`src/rtl/pipe_scroller_if.sv`:
```
// Bundle between the world generator and the display/collision side.
// Control pulses come in, and the registered world words go out.
// The master modport is the generator's view; the slave modport is the consumer's view.
interface pipe_scroller_if;
  logic        frame_tick;
  logic        start;
  logic        hit;
  logic        coin_hit;
  logic [31:0] pipe_1;
  logic [31:0] pipe_2;
  logic [31:0] pipe_3;
  logic [31:0] coin;
  logic [15:0] score;
  logic        pass_pulse;
  logic [1:0]  state;

  modport master (
    input  frame_tick, start, hit, coin_hit,
    output pipe_1, pipe_2, pipe_3, coin, score, pass_pulse, state
  );

  modport slave (
    output frame_tick, start, hit, coin_hit,
    input  pipe_1, pipe_2, pipe_3, coin, score, pass_pulse, state
  );
endinterface

```
`src/rtl/pipe_scroller.sv`:
```
// Game-world generator: three scrolling pipe slots, one coin, LFSR respawn and a BCD score.
// Latency: every output is registered and reflects the input pulses from the previous clk edge.
// Backpressure: none; the block accepts one set of control pulses every cycle.
module pipe_scroller #(
  parameter int          STEP     = 2,
  parameter int          SPACING  = 240,
  parameter int          PIPE_W   = 50,
  parameter int          BIRD_X   = 40,
  parameter int          H_MIN    = 80,
  parameter int          GAP_BASE = 120,
  parameter logic [15:0] SEED     = 16'hACE1
) (
  input  logic            clk,
  input  logic            clrn,
  pipe_scroller_if.master bus
);

  localparam logic [1:0] S_IDLE   = 2'b00;
  localparam logic [1:0] S_RUN    = 2'b01;
  localparam logic [1:0] S_FREEZE = 2'b10;

  localparam logic signed [11:0] C_STEP     = 12'(STEP);
  localparam logic signed [11:0] C_PASS     = 12'(BIRD_X - PIPE_W);
  localparam logic signed [11:0] C_RESP     = 12'(-PIPE_W);
  localparam logic signed [11:0] C_WRAP     = 12'(3 * SPACING);
  localparam logic signed [11:0] C_COIN_OFF = 12'(PIPE_W / 2 - 8);
  localparam logic signed [11:0] C_COIN_MIN = -12'sd16;
  localparam logic signed [11:0] C_XMAX     = 12'sd640;

  // Visible x field: low 10 bits while on screen (wraps for a partly off-left sprite), else parked.
  function automatic logic [9:0] f_xfield(input logic signed [11:0] p, input logic signed [11:0] lo);
    return (p > lo && p < C_XMAX) ? p[9:0] : 10'd640;
  endfunction

  // Four-digit BCD add of 0..2 with ripple carry; an overflow out of the top digit sticks at 9999.
  function automatic logic [15:0] f_bcd_add(input logic [15:0] s, input logic [1:0] inc);
    logic [15:0] res;
    logic [4:0]  d;
    logic [1:0]  c;
    res = s;
    c   = inc;
    for (int k = 0; k < 4; k++) begin
      d = {1'b0, s[4*k +: 4]} + {3'b000, c};
      if (d > 5'd9) begin
        d = d - 5'd10;
        c = 2'd1;
      end else begin
        c = 2'd0;
      end
      res[4*k +: 4] = d[3:0];
    end
    if (c != 2'd0) res = 16'h9999;
    return res;
  endfunction

  logic [1:0]         r_state, w_state;
  logic signed [11:0] r_pos [3];
  logic signed [11:0] w_pos [3];
  logic [9:0]         r_h [3];
  logic [9:0]         w_h [3];
  logic [7:0]         r_g [3];
  logic [7:0]         w_g [3];
  logic               r_coin_act, w_coin_act;
  logic signed [11:0] r_cx, w_cx;
  logic [9:0]         r_cy, w_cy;
  logic [15:0]        r_score, w_score;
  logic               r_pass, w_pass;
  logic               w_cv;
  logic signed [11:0] w_new;
  logic [15:0]        r_lfsr;
  logic               w_fb;
  logic [31:0]        r_pipe [3];
  logic [31:0]        w_pipe [3];
  logic [31:0]        r_coin, w_coin;
  logic               w_vis;

  assign w_fb = r_lfsr[15] ^ r_lfsr[13] ^ r_lfsr[12] ^ r_lfsr[10];

  // Next world state: start reinitialises, hit freezes, frame_tick scrolls, pass scores, respawns draw from the LFSR.
  always_comb begin
    w_state    = r_state;
    w_pos      = r_pos;
    w_h        = r_h;
    w_g        = r_g;
    w_coin_act = r_coin_act;
    w_cx       = r_cx;
    w_cy       = r_cy;
    w_score    = r_score;
    w_pass     = 1'b0;
    w_cv       = 1'b0;
    w_new      = '0;
    if (bus.start) begin
      w_state    = S_RUN;
      w_pos[0]   = 12'sd640;
      w_pos[1]   = 12'sd880;
      w_pos[2]   = 12'sd1120;
      w_h[0]     = 10'd200;
      w_h[1]     = 10'd160;
      w_h[2]     = 10'd240;
      w_g[0]     = 8'd140;
      w_g[1]     = 8'd140;
      w_g[2]     = 8'd140;
      w_coin_act = 1'b0;
      w_cx       = '0;
      w_cy       = '0;
      w_score    = '0;
    end else if (r_state == S_RUN) begin
      if (bus.hit) begin
        w_state = S_FREEZE;
      end else begin
        // A collected coin retires now, which also blocks a spawn in the same cycle.
        w_cv = bus.coin_hit && r_coin_act;
        if (w_cv) w_coin_act = 1'b0;
        if (bus.frame_tick) begin
          for (int i = 0; i < 3; i++) begin
            w_new = r_pos[i] - C_STEP;
            if (r_pos[i] > C_PASS && w_new <= C_PASS) w_pass = 1'b1;
            if (w_new <= C_RESP) begin
              w_new  = w_new + C_WRAP;
              w_h[i] = 10'(H_MIN) + {2'b00, r_lfsr[7:0]};
              w_g[i] = 8'(GAP_BASE) + {2'b00, r_lfsr[10:8], 3'b000};
              if (!r_coin_act && r_lfsr[15]) begin
                w_coin_act = 1'b1;
                w_cx       = w_new + C_COIN_OFF;
                w_cy       = w_h[i] + {3'b000, w_g[i][7:1]} - 10'd8;
              end
            end
            w_pos[i] = w_new;
          end
          if (r_coin_act && !w_cv) begin
            w_cx = r_cx - C_STEP;
            if (w_cx <= C_COIN_MIN) w_coin_act = 1'b0;
          end
        end
        w_score = f_bcd_add(r_score, {1'b0, w_pass} + {1'b0, w_cv});
      end
    end
  end

  // Pack next-state values into the display words so the outputs register on the same edge.
  always_comb begin
    for (int i = 0; i < 3; i++) begin
      w_pipe[i] = {4'b0000, w_g[i], f_xfield(w_pos[i], C_RESP), w_h[i]};
    end
    w_vis  = w_coin_act && (w_cx > C_COIN_MIN) && (w_cx < C_XMAX);
    w_coin = {w_vis, 11'b0, w_cy, f_xfield(w_cx, C_COIN_MIN)};
  end

  // World state, LFSR and output words; LFSR runs every cycle and reloads only on reset.
  always_ff @(posedge clk or negedge clrn) begin
    if (!clrn) begin
      r_state    <= S_IDLE;
      r_pos[0]   <= 12'sd640;
      r_pos[1]   <= 12'sd880;
      r_pos[2]   <= 12'sd1120;
      r_h[0]     <= 10'd200;
      r_h[1]     <= 10'd160;
      r_h[2]     <= 10'd240;
      r_g[0]     <= 8'd140;
      r_g[1]     <= 8'd140;
      r_g[2]     <= 8'd140;
      r_coin_act <= 1'b0;
      r_cx       <= '0;
      r_cy       <= '0;
      r_score    <= '0;
      r_pass     <= 1'b0;
      r_lfsr     <= SEED;
      r_pipe[0]  <= 32'h08CA00C8;
      r_pipe[1]  <= 32'h08CA00A0;
      r_pipe[2]  <= 32'h08CA00F0;
      r_coin     <= '0;
    end else begin
      r_state    <= w_state;
      r_pos      <= w_pos;
      r_h        <= w_h;
      r_g        <= w_g;
      r_coin_act <= w_coin_act;
      r_cx       <= w_cx;
      r_cy       <= w_cy;
      r_score    <= w_score;
      r_pass     <= w_pass;
      r_lfsr     <= {r_lfsr[14:0], w_fb};
      r_pipe     <= w_pipe;
      r_coin     <= w_coin;
    end
  end

  assign bus.pipe_1     = r_pipe[0];
  assign bus.pipe_2     = r_pipe[1];
  assign bus.pipe_3     = r_pipe[2];
  assign bus.coin       = r_coin;
  assign bus.score      = r_score;
  assign bus.pass_pulse = r_pass;
  assign bus.state      = r_state;

endmodule

```
`src/flat_wrapper.sv`:
```
// flat-port wrapper written by rule: the top's interface ports become plain ports
module pipe_scroller_flat 
#(
  parameter int          STEP     = 2,
  parameter int          SPACING  = 240,
  parameter int          PIPE_W   = 50,
  parameter int          BIRD_X   = 40,
  parameter int          H_MIN    = 80,
  parameter int          GAP_BASE = 120,
  parameter logic [15:0] SEED     = 16'hACE1
)
  (clk, clrn, bus_frame_tick, bus_start, bus_hit, bus_coin_hit, bus_pipe_1, bus_pipe_2, bus_pipe_3, bus_coin, bus_score, bus_pass_pulse, bus_state);
  pipe_scroller_if bus_i ();
  input  logic clk;
  input  logic clrn;
  input wire logic [$bits(bus_i.frame_tick)-1:0] bus_frame_tick;
  input wire logic [$bits(bus_i.start)-1:0] bus_start;
  input wire logic [$bits(bus_i.hit)-1:0] bus_hit;
  input wire logic [$bits(bus_i.coin_hit)-1:0] bus_coin_hit;
  output wire logic [$bits(bus_i.pipe_1)-1:0] bus_pipe_1;
  output wire logic [$bits(bus_i.pipe_2)-1:0] bus_pipe_2;
  output wire logic [$bits(bus_i.pipe_3)-1:0] bus_pipe_3;
  output wire logic [$bits(bus_i.coin)-1:0] bus_coin;
  output wire logic [$bits(bus_i.score)-1:0] bus_score;
  output wire logic [$bits(bus_i.pass_pulse)-1:0] bus_pass_pulse;
  output wire logic [$bits(bus_i.state)-1:0] bus_state;
  assign bus_i.frame_tick = bus_frame_tick;
  assign bus_i.start = bus_start;
  assign bus_i.hit = bus_hit;
  assign bus_i.coin_hit = bus_coin_hit;
  assign bus_pipe_1 = bus_i.pipe_1;
  assign bus_pipe_2 = bus_i.pipe_2;
  assign bus_pipe_3 = bus_i.pipe_3;
  assign bus_coin = bus_i.coin;
  assign bus_score = bus_i.score;
  assign bus_pass_pulse = bus_i.pass_pulse;
  assign bus_state = bus_i.state;
  pipe_scroller #(.STEP(STEP), .SPACING(SPACING), .PIPE_W(PIPE_W), .BIRD_X(BIRD_X), .H_MIN(H_MIN), .GAP_BASE(GAP_BASE), .SEED(SEED)) u_core (.clk(clk), .clrn(clrn), .bus(bus_i));
endmodule
```
`config.mk`:
```
export PLATFORM = sky130hd
export DESIGN_NAME = pipe_scroller_flat
export DESIGN_NICKNAME = d
export VERILOG_FILES = /design/src/rtl/pipe_scroller_if.sv /design/src/rtl/pipe_scroller.sv /design/src/flat_wrapper.sv
export SDC_FILE = /design/constraint.sdc
export NUM_CORES = 1
export LEC_CHECK = 0
export CORE_MARGIN = 2
export CORE_UTILIZATION = 52
export CTS_CLUSTER_DIAMETER = 40
export DETAILED_ROUTE_END_ITERATION = 10
export HOLD_SLACK_MARGIN = 0.05
export PLACE_DENSITY = 0.78
export SLEW_MARGIN = 5
export SYNTH_ARGS = -nofsm -noshare
export SYNTH_HDL_FRONTEND = slang
export SYNTH_SLANG_ARGS = --single-unit
```
`constraint.sdc`:
```
create_clock -name clk -period 6.9 [get_ports clk]
set_input_delay 0.69 -clock clk [delete_from_list [all_inputs] [get_ports clk]]
set_output_delay 0.69 -clock clk [all_outputs]
set_load 0.02 [all_outputs]
```
# Word level (Yosys, flattened, before mapping)
# Cells that the tools add are included.
# W data, S select, Z words.
classes:
  addsub: 23
  n_lt_le_gt_ge: 22
  eq_ne: 2
  muxes: 99
  bitwise: 3
  n_reduce_logical: 19
op_table:
  columns: ["operator", "count"]
  rows:
  - ["$mux W10", 17]
  - ["$mux W12", 14]
  - ["$mux W36", 4]
  - ["$mux W30", 4]
  - ["$mux W24", 4]
  - ["$mux W16", 4]
  - ["$gt A12 B5 Y1 const B", 4]
  - ["$le A12 B5 Y1 const B", 4]
  - ["$lt A12 B11 Y1 const B", 4]
  - ["$sub A12 B3 Y12 const B", 4]
  - ["$add A12 B11 Y12 const B", 3]
  - ["$add A12 B6 Y12 const B", 3]
  - ["$gt A12 B7 Y1 const B", 3]
  - ["$le A12 B7 Y1 const B", 3]
  - ["$mux W1", 30]
  - ["$mux W2", 15]
  - ["$mux W8", 3]
  - ["$add A4 B2 Y5", 4]
  - ["$gt A5 B4 Y1 const B", 4]
  - ["$mux W4", 4]
  - ["$sub A4 B4 Y4 const B", 4]
  - ["$logic_and A1 B1 Y1", 12]
  - ["$add A10 B7 Y10", 1]
  - ["$sub A10 B4 Y10 const B", 1]
  - ["9 further kinds", 15]
totals:
  register_bits: 253
  input_bits: 6
  out_inout_bits: 147
  wordCells: 188

# Depth between registers and ports, before layout
# Gate-level depths: netlist of run 1.
depth:
  ltp_word: 40
  depth_mapped: 41
  mapped_depth_nobuf: 39

# Worst setup path before layout of run 1
# OpenSTA, ideal clock, no wires.
synth_path:
  kind: "flip-flop to flip-flop"
  from: "register u_core.r_pos[1] in the netlist's numbering"
  to: "register u_core.r_score[2] (netlist: u_core.bus.score[2])"
  setup_time_ps: 131
  arrival_time_ps: 7522
  required_time_ps: 6769
  slack_ps: -753
  stages_incl_launch_ff: 41
  n_path_buf: 4
  period_less_slack_ps: 7653
  cell_sequence: "dfrtp_1 -> clkbuf_1 -> inv_1 -> ha_1 -> buf_4 -> or3b_1 -> or2_0 -> clkbuf_1 -> o32a_1 -> o2111ai_1 -> nand3_1 -> o211ai_1 -> nand2_1 -> fa_1 -> inv_1 -> ha_1 -> clkbuf_1 -> and4b_1 -> [5 not listed] -> nor2_1 -> ha_1 -> ha_1 -> inv_1 -> a21oi_1 -> o22ai_1 -> a21oi_1 -> ha_1 -> ha_1 -> nor2_1 -> a21oi_1 -> nor2_1 -> o21ai_0 -> inv_1 -> nand2_1 -> nor3_1 -> o21ai_0 -> o21ai_0"
synth_between:
  elab_chain_len: 38
  elab_cells_between_ends: 41
  cone_classes: "add/sub (7); order compare (6); mux (26); reduce/logical (2)"
synth_lines:
  columns: ["element", "line", "source"]
  rows:
  - ["start: declaration", "pipe_scroller.sv:57", "logic signed [11:0] r_pos [3];"]
  - ["start signal: assignment", "pipe_scroller.sv:174", "r_pos <= w_pos;"]
  - ["$sub A12 B3 Y12", "pipe_scroller.sv:116", "w_new = r_pos[i] - C_STEP;"]
  - ["$le A12 B5 Y1", "pipe_scroller.sv:117", "if (r_pos[i] > C_PASS && w_new <= C_PASS) w_pass = 1'b1;"]
  - ["$logic_and A1 B1 Y1 (*)", "pipe_scroller.sv:117", null]
  - ["$mux W1 (*)", "pipe_scroller.sv:117", null]
  - ["$mux W1 (*)", "pipe_scroller.sv:114", "if (bus.frame_tick) begin"]
  - ["$mux W1 (*)", "pipe_scroller.sv:108", "if (bus.hit) begin"]
  - ["$mux W1 (*)", "pipe_scroller.sv:107", "end else if (r_state == S_RUN) begin"]
  - ["$mux W1 (*)", "pipe_scroller.sv:92", "if (bus.start) begin"]
  - ["[22 not listed]", null, null]
  - ["$mux W2", "pipe_scroller.sv:108", null]
  - ["$mux W2", "pipe_scroller.sv:107", null]
  - ["$mux W2", "pipe_scroller.sv:92", null]
  - ["$reduce_bool A2 Y1", "pipe_scroller.sv:52", "if (c != 2'd0) res = 16'h9999;"]
  - ["$mux W16 (*)", "pipe_scroller.sv:52", null]
  - ["$mux W16 (*)", "pipe_scroller.sv:108", null]
  - ["$mux W16 (*)", "pipe_scroller.sv:107", null]
  - ["$mux W16 (*)", "pipe_scroller.sv:92", null]
  - ["end signal: assignment", "pipe_scroller.sv:180", "r_score <= w_score;"]
  - ["end: declaration", "pipe_scroller.sv:66", "logic [15:0] r_score, w_score;"]
# Mark *: on every way between the ends. The rest lies on a longest branch, timed or not. The select of a mux whose other input is x is not followed.
# A chain may end at the register's enable or synchronous reset.

# Worst setup path after layout of run 1
layout_path:
  from: "register u_core.r_pos[7] in the netlist's numbering"
  to: "register u_core.r_score[10] (netlist: u_core.bus.score[10])"
layout_between:
  elab_chain_len: 38
  elab_cells_between_ends: 41
  cone_classes: "add/sub (7); order compare (6); mux (26); reduce/logical (2)"
layout_lines:
  columns: ["element", "line"]
  rows:
  - ["$sub A12 B3 Y12", "pipe_scroller.sv:116"]
  - ["$le A12 B5 Y1", "pipe_scroller.sv:117"]
  - ["$logic_and A1 B1 Y1 (*)", "pipe_scroller.sv:117"]
  - ["$mux W1 (*)", "pipe_scroller.sv:117"]
  - ["$mux W1 (*)", "pipe_scroller.sv:114"]
  - ["$mux W1 (*)", "pipe_scroller.sv:108"]
  - ["$mux W1 (*)", "pipe_scroller.sv:107"]
  - ["$mux W1 (*)", "pipe_scroller.sv:92"]
  - ["[22 not listed]", null]
  - ["$mux W2", "pipe_scroller.sv:108"]
  - ["$mux W2", "pipe_scroller.sv:107"]
  - ["$mux W2", "pipe_scroller.sv:92"]
  - ["$reduce_bool A2 Y1", "pipe_scroller.sv:52"]
  - ["$mux W16 (*)", "pipe_scroller.sv:52"]
  - ["$mux W16 (*)", "pipe_scroller.sv:108"]
  - ["$mux W16 (*)", "pipe_scroller.sv:107"]
  - ["$mux W16 (*)", "pipe_scroller.sv:92"]
# Marks and branches as above.

==> flow_summary.yaml, run 1 <==
outcome:
  outcome: "finished, final reports clean"
synth:
  ys_async_sr_fraction_pct: 100
  syn-instance-count: 1437
  yosysUniqueCellTypes: 103
  yosys.area.top_type: "dfrtp_1"
  synth_warnings: 0
  yosysSeqAreaShare_pct: 36.6
  yosys-top-cells-area: "dfrtp_1 (28%), dfstp_2 (8.9%), ha_1 (5.5%)"
  synthDominantCellAreaShare_pct: 27.8
  ys.flop_type: "dfrtp_1"
  synth_edf_count: 0
  avgSynthCellArea_um2: 8.65
  netlist_area_mm2: 0.0124
  ys_seq_elements: 180
clock_network:
  insertion_delay_ns: 0.46
  ctsRootBufferMaster: "clkbuf_16"
  path_clk_slew_ns: 0.08
  cts_buffer_depth: 2
  numCtsBuffers: 17
  cts_tree: "built"
  cts_sinks: 180
  htreeDepth: 4
timing:
  fmax_mhz: 150
  fin_crit_ns: 6.66
  setup_viol: 0
  hold_viol_final: 0
  maxSlewHeadroom_pct: 34.0
  slew_viol_final: 0
  skew_ns: 0.0256
  hold_ws_ns: 0.357
  rsz0062_at_grt: "true"
  tns_ns: 0
  worstMarginPinSlew_ns: 0.979
  finalCritPeriodShare_pct: 96.5
die:
  coreArea_mm2: 0.0235
  ios: 153
  dieWidth_um: 159
  initial_core_util_pct: 53.0
  rows: 56
  die_h_um: 159
  die-area_mm2: 0.0252
critical_path:
  critPathArrivalTime_ns: 7.04
  worstSetupStartpointType: "register"
  criticalPathCategory: "register to register"
  end_kind: "register"
  crit_slowest_cell: "or4_1"
  critPathMaxStageDelay_ns: 0.63
  critical_path_required_ns: 7.28
  cp_max_fo: 8
place:
  gp_congestion: 0.944
  dpl_cell_area_mm2: 0.0140
  place_inst: 1842
  io_buffers: 120
  hpwlAfterDp_um: 25100
global_routing:
  grt_max_degree: 103
  grt_pass1_vias: 10700
  grt_pass1_wl_um: 57200
  track_usage_pct: 28.8
  overflow: 0
  antenna_found_initial: 0
layout:
  drive_gt1_share_pct: 14.5
  final_area_mm2: 0.0148
  fillers: 1958
  areaGrowthSynthToFinish_pct: 19.3
  antenna_cells: 0
  fin_nets: 1615
  layout_commonest_cell: "nor2_1"
  stdcell_count: 1884
  final_cell_mix: "nor2_1 (143), dfrtp_1 (136), nand2_1 (123)"
drt:
  dr.pass1.iters: 7
  drt_iter0_drc: 1139
  avgRoutedWirePerCell_um: 19.1
  drc: 0
  drt-vias-per-instance: 6.00
  vias: 11300
  wl_um: 35900
  ant_nets: 0
power_and_ir_drop:
  peakVddDrop_uv: 164
  power.total_uw: 2810
  power.density_mw_per_mm2: 190
  cellLeakagePower_uw: 0.00646
flow_run:
  cap_violations: 0
hold_path:
  hold_class: "input pin to async pin"
-- Yosys cell counts, drive strengths merged (17+ instances only) --
| library cell | n |
|---|---|
| a211oi | 24 |
| a21oi | 97 |
| a31oi | 22 |
| and2 | 20 |
| buf | 65 |
| clkbuf | 55 |
| dfrtp | 138 |
| dfstp | 42 |
| ha | 55 |
| inv | 76 |
| mux2i | 17 |
| nand2 | 125 |
| nand3 | 33 |
| nor2 | 146 |
| nor3 | 41 |
| o211ai | 31 |
| o21ai | 79 |
| o22ai | 17 |
| or3 | 18 |
| xnor2 | 56 |
| xor2 | 31 |
-- worst paths after layout --
kind | start | end | slack [ns] | depth (start not counted)
max | u_core.r_pos[7] | u_core.bus.score[10] | 0.24 | 33
min | clrn | u_core.bus.pipe_2[10] | 0.36 | 1
max reg2reg | u_core.r_pos[7] | u_core.bus.score[10] | 0.24 | 33
min reg2reg | u_core.r_lfsr[14] | u_core.r_lfsr[15] | 0.36 | 0
max in group asynchronous | clrn | u_core.bus.coin[6] | 4.97 | 2
min in group clk | u_core.r_lfsr[14] | u_core.r_lfsr[15] | 0.36 | 0
-- layout make-up --
cell class / instances / area [um2] / area share, %
timing repair buffer: 185 / 1690 / 11.4
tap: 319 / 399 / 2.69
clock inverter: 15 / 215 / 1.45
sequential: 180 / 4560 / 30.7
multi-input combinational: 1092 / 7270 / 49.0
clock buffer: 17 / 425 / 2.87
inverter: 76 / 285 / 1.92
-- timing repair --
action | in CTS | in global routing
hold buffers | 0 | 0
endpoints found under the setup margin | 7 | 15
buffers inserted | 2 | 8
pin swaps | 7 | 15
gates resized for setup | 10 | 30
-- stage by stage --
stage	util (%)	setup WS, ns
detailed placement	59.6	-0.165
global placement	59.6	0.0884
floorplan	-	0.00308
finish	63.2	0.242
CTS	62.5	0.00657
global route	63.2	-0.0425
-- worst max-delay path: cells and delay by family, from the launching register on --
| kind | cells | cell delay, ns |
|---|---|---|
| AND/OR/NAND/NOR | 10 | 2.08 |
| AO/OA/AOI/OAI | 12 | 1.95 |
| adder cells (fa/ha/maj) | 8 | 1.88 |
| flip-flops | 1 | 0.38 |
| buffers and inverters | 3 | 0.28 |
-- kinds of logic after synthesis --
family	count (synthesis)	share of synthesized area, %
AOI/OAI and AO/OA	400	22.0
xor gates and xnor gates	88	6.38
adders and majority gates	57	5.86
buffers and inverters	196	7.36
DFF	180	36.6
muxes	20	1.64
other	1	0.0302
and+or+nand+nor	495	20.1
-- flip-flops by register name, summed over array words and instances, names as in the netlist --
| name | flops |
|---|---|
| u_core.bus.coin | 12 |
| u_core.bus.pass_pulse | 1 |
| u_core.bus.pipe_1 | 11 |
| u_core.bus.pipe_2 | 11 |
| u_core.bus.pipe_3 | 11 |
| u_core.bus.score | 16 |
| u_core.bus.state | 2 |
| u_core.r_coin_act | 1 |
| u_core.r_cx | 12 |
| u_core.r_cy | 9 |
| u_core.r_g | 15 |
| u_core.r_h | 27 |
| u_core.r_lfsr | 16 |
| u_core.r_pos | 36 |
-- layer usage --
metal / vias to the layer above / GRT usage [%] / wire [um]
met2: 458 / 46.3 / 17000
met3: 64 / 6.21 / 2670
met5: - / 0 / 0
met1: 5472 / 39.5 / 15600
met4: 0 / 7.94 / 755
li1: 5305 / - / -
-- power breakdown --
group	internal, uW	switching (uW)	total (uW)	leakage, uW
Combinational	243	417	660	0.00380
Clock	510	534	1040	0.000308
Sequential	1080	28.0	1110	0.00235
Total	1840	979	2810	0.00646
No activity file was read; power rests on OpenSTA's default activity.
==> run 2: changes to the inputs <==
Settings changed: CORE_UTILIZATION 52 to 25, GPL_ROUTABILITY_DRIVEN set to 0, PLACE_DENSITY 0.78 to not set.
==> flow_summary.yaml, run 2 (synthesis results as in run 1) <==
place:
  place_inst: 2185
  io_buffers: 120
  hpwlAfterDp_um: 27900
  dpl_cell_area_mm2: 0.0144
drt:
  drt-vias-per-instance: 4.99
  dr.pass1.iters: 8
  drc: 0
  avgRoutedWirePerCell_um: 17.1
  drt_iter0_drc: 861
  wl_um: 38100
  vias: 11200
  ant_nets: 0
clock_network:
  htreeDepth: 4
  numCtsBuffers: 17
  cts_sinks: 180
  ctsRootBufferMaster: "clkbuf_16"
  cts_buffer_depth: 2
  insertion_delay_ns: 0.47
  path_clk_slew_ns: 0.09
  cts_tree: "built"
power_and_ir_drop:
  peakVddDrop_uv: 186
  power.total_uw: 2780
  cellLeakagePower_uw: 0.00649
  power.density_mw_per_mm2: 182
critical_path:
  worstSetupStartpointType: "register"
  r2r-end: "u_core.bus.score[2]"
  critPathArrivalTime_ns: 7.02
  critical_path.top_delay_family: "simple AND/OR/NAND/NOR gates"
  cp_max_fo: 5
  critPathBufInv: 5
  cpMostUsedCell: "ha_2"
  criticalPathCategory: "register to register"
  critPathMaxStageDelay_ns: 0.52
  end_kind: "register"
  critical_path_required_ns: 7.28
  setup.worst_path.start: "u_core.r_pos[14]"
  reg2reg_setup_slack_ns: 0.26
  cp_num_cells: 31
  rr_worst_depth: 31
  crit_slowest_cell: "or4_4"
  endpoint: "u_core.bus.score[2]"
  r2r_start: "u_core.r_pos[14]"
timing:
  fmax_mhz: 151
  maxSlewHeadroom_pct: 27.6
  worstMarginPinSlew_ns: 1.08
  skew_ns: 0.0175
  setup_viol: 0
  hold_viol_final: 0
  finalCritPeriodShare_pct: 96.2
  fin_crit_ns: 6.64
  slew_viol_final: 0
  tns_ns: 0
layout:
  final_cell_mix: "nor2_1 (143), dfrtp_1 (135), nand2_1 (122)"
  fillers: 5212
  layout_commonest_cell: "nor2_1"
  areaGrowthSynthToFinish_pct: 23.0
  largest_reg_flops: 36
  regMostFlops: "u_core.r_pos"
  stdcell_count: 2236
  drive_gt1_share_pct: 15.1
  largest_registers: "u_core.r_pos x36, u_core.r_h x27"
  final_area_mm2: 0.0153
  fin_nets: 1622
  antenna_cells: 0
global_routing:
  overflow: 0
  antenna_found_initial: 0
  grt_pass1_wl_um: 59400
  grt_pass1_vias: 10700
  grt_max_degree: 113
  track_usage_pct: 14.6
outcome:
  outcome: "finished, final reports clean"
die:
  dieWidth_um: 227
  die_h_um: 227
  coreArea_mm2: 0.0491
  ios: 153
  die-area_mm2: 0.0515
  initial_core_util_pct: 25.3
  rows: 81
flow_run:
  cap_violations: 0
hold_path:
  hold_class: "input pin to async pin"
-- run 2: worst min path at each step --
stage                                 start                 to  slack, ns  depth (start not counted)
after global placement    u_core.r_lfsr[14]  u_core.r_lfsr[15]       0.34                          0
after CTS                 u_core.r_lfsr[14]  u_core.r_lfsr[15]       0.36                          0
final                                  clrn     u_core.r_h[18]       0.35                          1
after global routing      u_core.r_lfsr[14]  u_core.r_lfsr[15]       0.36                          0
after detailed placement  u_core.r_lfsr[14]  u_core.r_lfsr[15]       0.34                          0
after floorplan           u_core.r_lfsr[14]  u_core.r_lfsr[15]       0.33                          0
-- run 2: final cells by class --
type / count / area, um2 / area share [%]
Clock buffer: 18 / 439 / 2.87
Clock inverter: 14 / 175 / 1.15
Inverter: 76 / 285 / 1.87
Multi-Input combinational cell: 1093 / 7270 / 47.5
Sequential cell: 180 / 4560 / 29.8
Tap cell: 664 / 831 / 5.43
Timing Repair Buffer: 191 / 1730 / 11.3
-- run 2: per-stage QoR --
step	util [%]	hold WS, ns	worst slack, ns
CTS	30.7	0.359	0.0337
detailed placement	29.4	0.339	-0.115
floorplan	-	0.333	0.00308
finish	31.2	0.349	0.264
global route	31.2	0.365	-0.100
global placement	29.4	0.335	0.146
-- run 2: timing repair --
action	CTS	global route
resized for setup	7	35
pin swaps	4	14
gates cloned	0	1
setup buffers	2	16
endpoints found under the setup margin	4	15
hold buffers	0	0
-- run 2: worst reg2reg max path, delay by kind of cell, from the launching register on --
kind,cells,cell delay [ns]
compound gates,10,1.66
simple gates,8,1.92
flops,1,0.41
buf+inv,5,0.50
mux,1,0.26
fa+ha+maj,7,1.79
-- run 2: metal layers --
metal	global-route usage (%)	up-vias	share of wire, %
met4	4.60	0	2.0
li1	-	5319	-
met2	23.9	358	48
met5	0	-	0
met1	19.0	5420	44
met3	3.64	55	6.2
-- run 2: power breakdown --
part,switching (uW),internal (uW)
clock,517,503
combinational,408,246
sequential,27.1,1080
total,952,1830
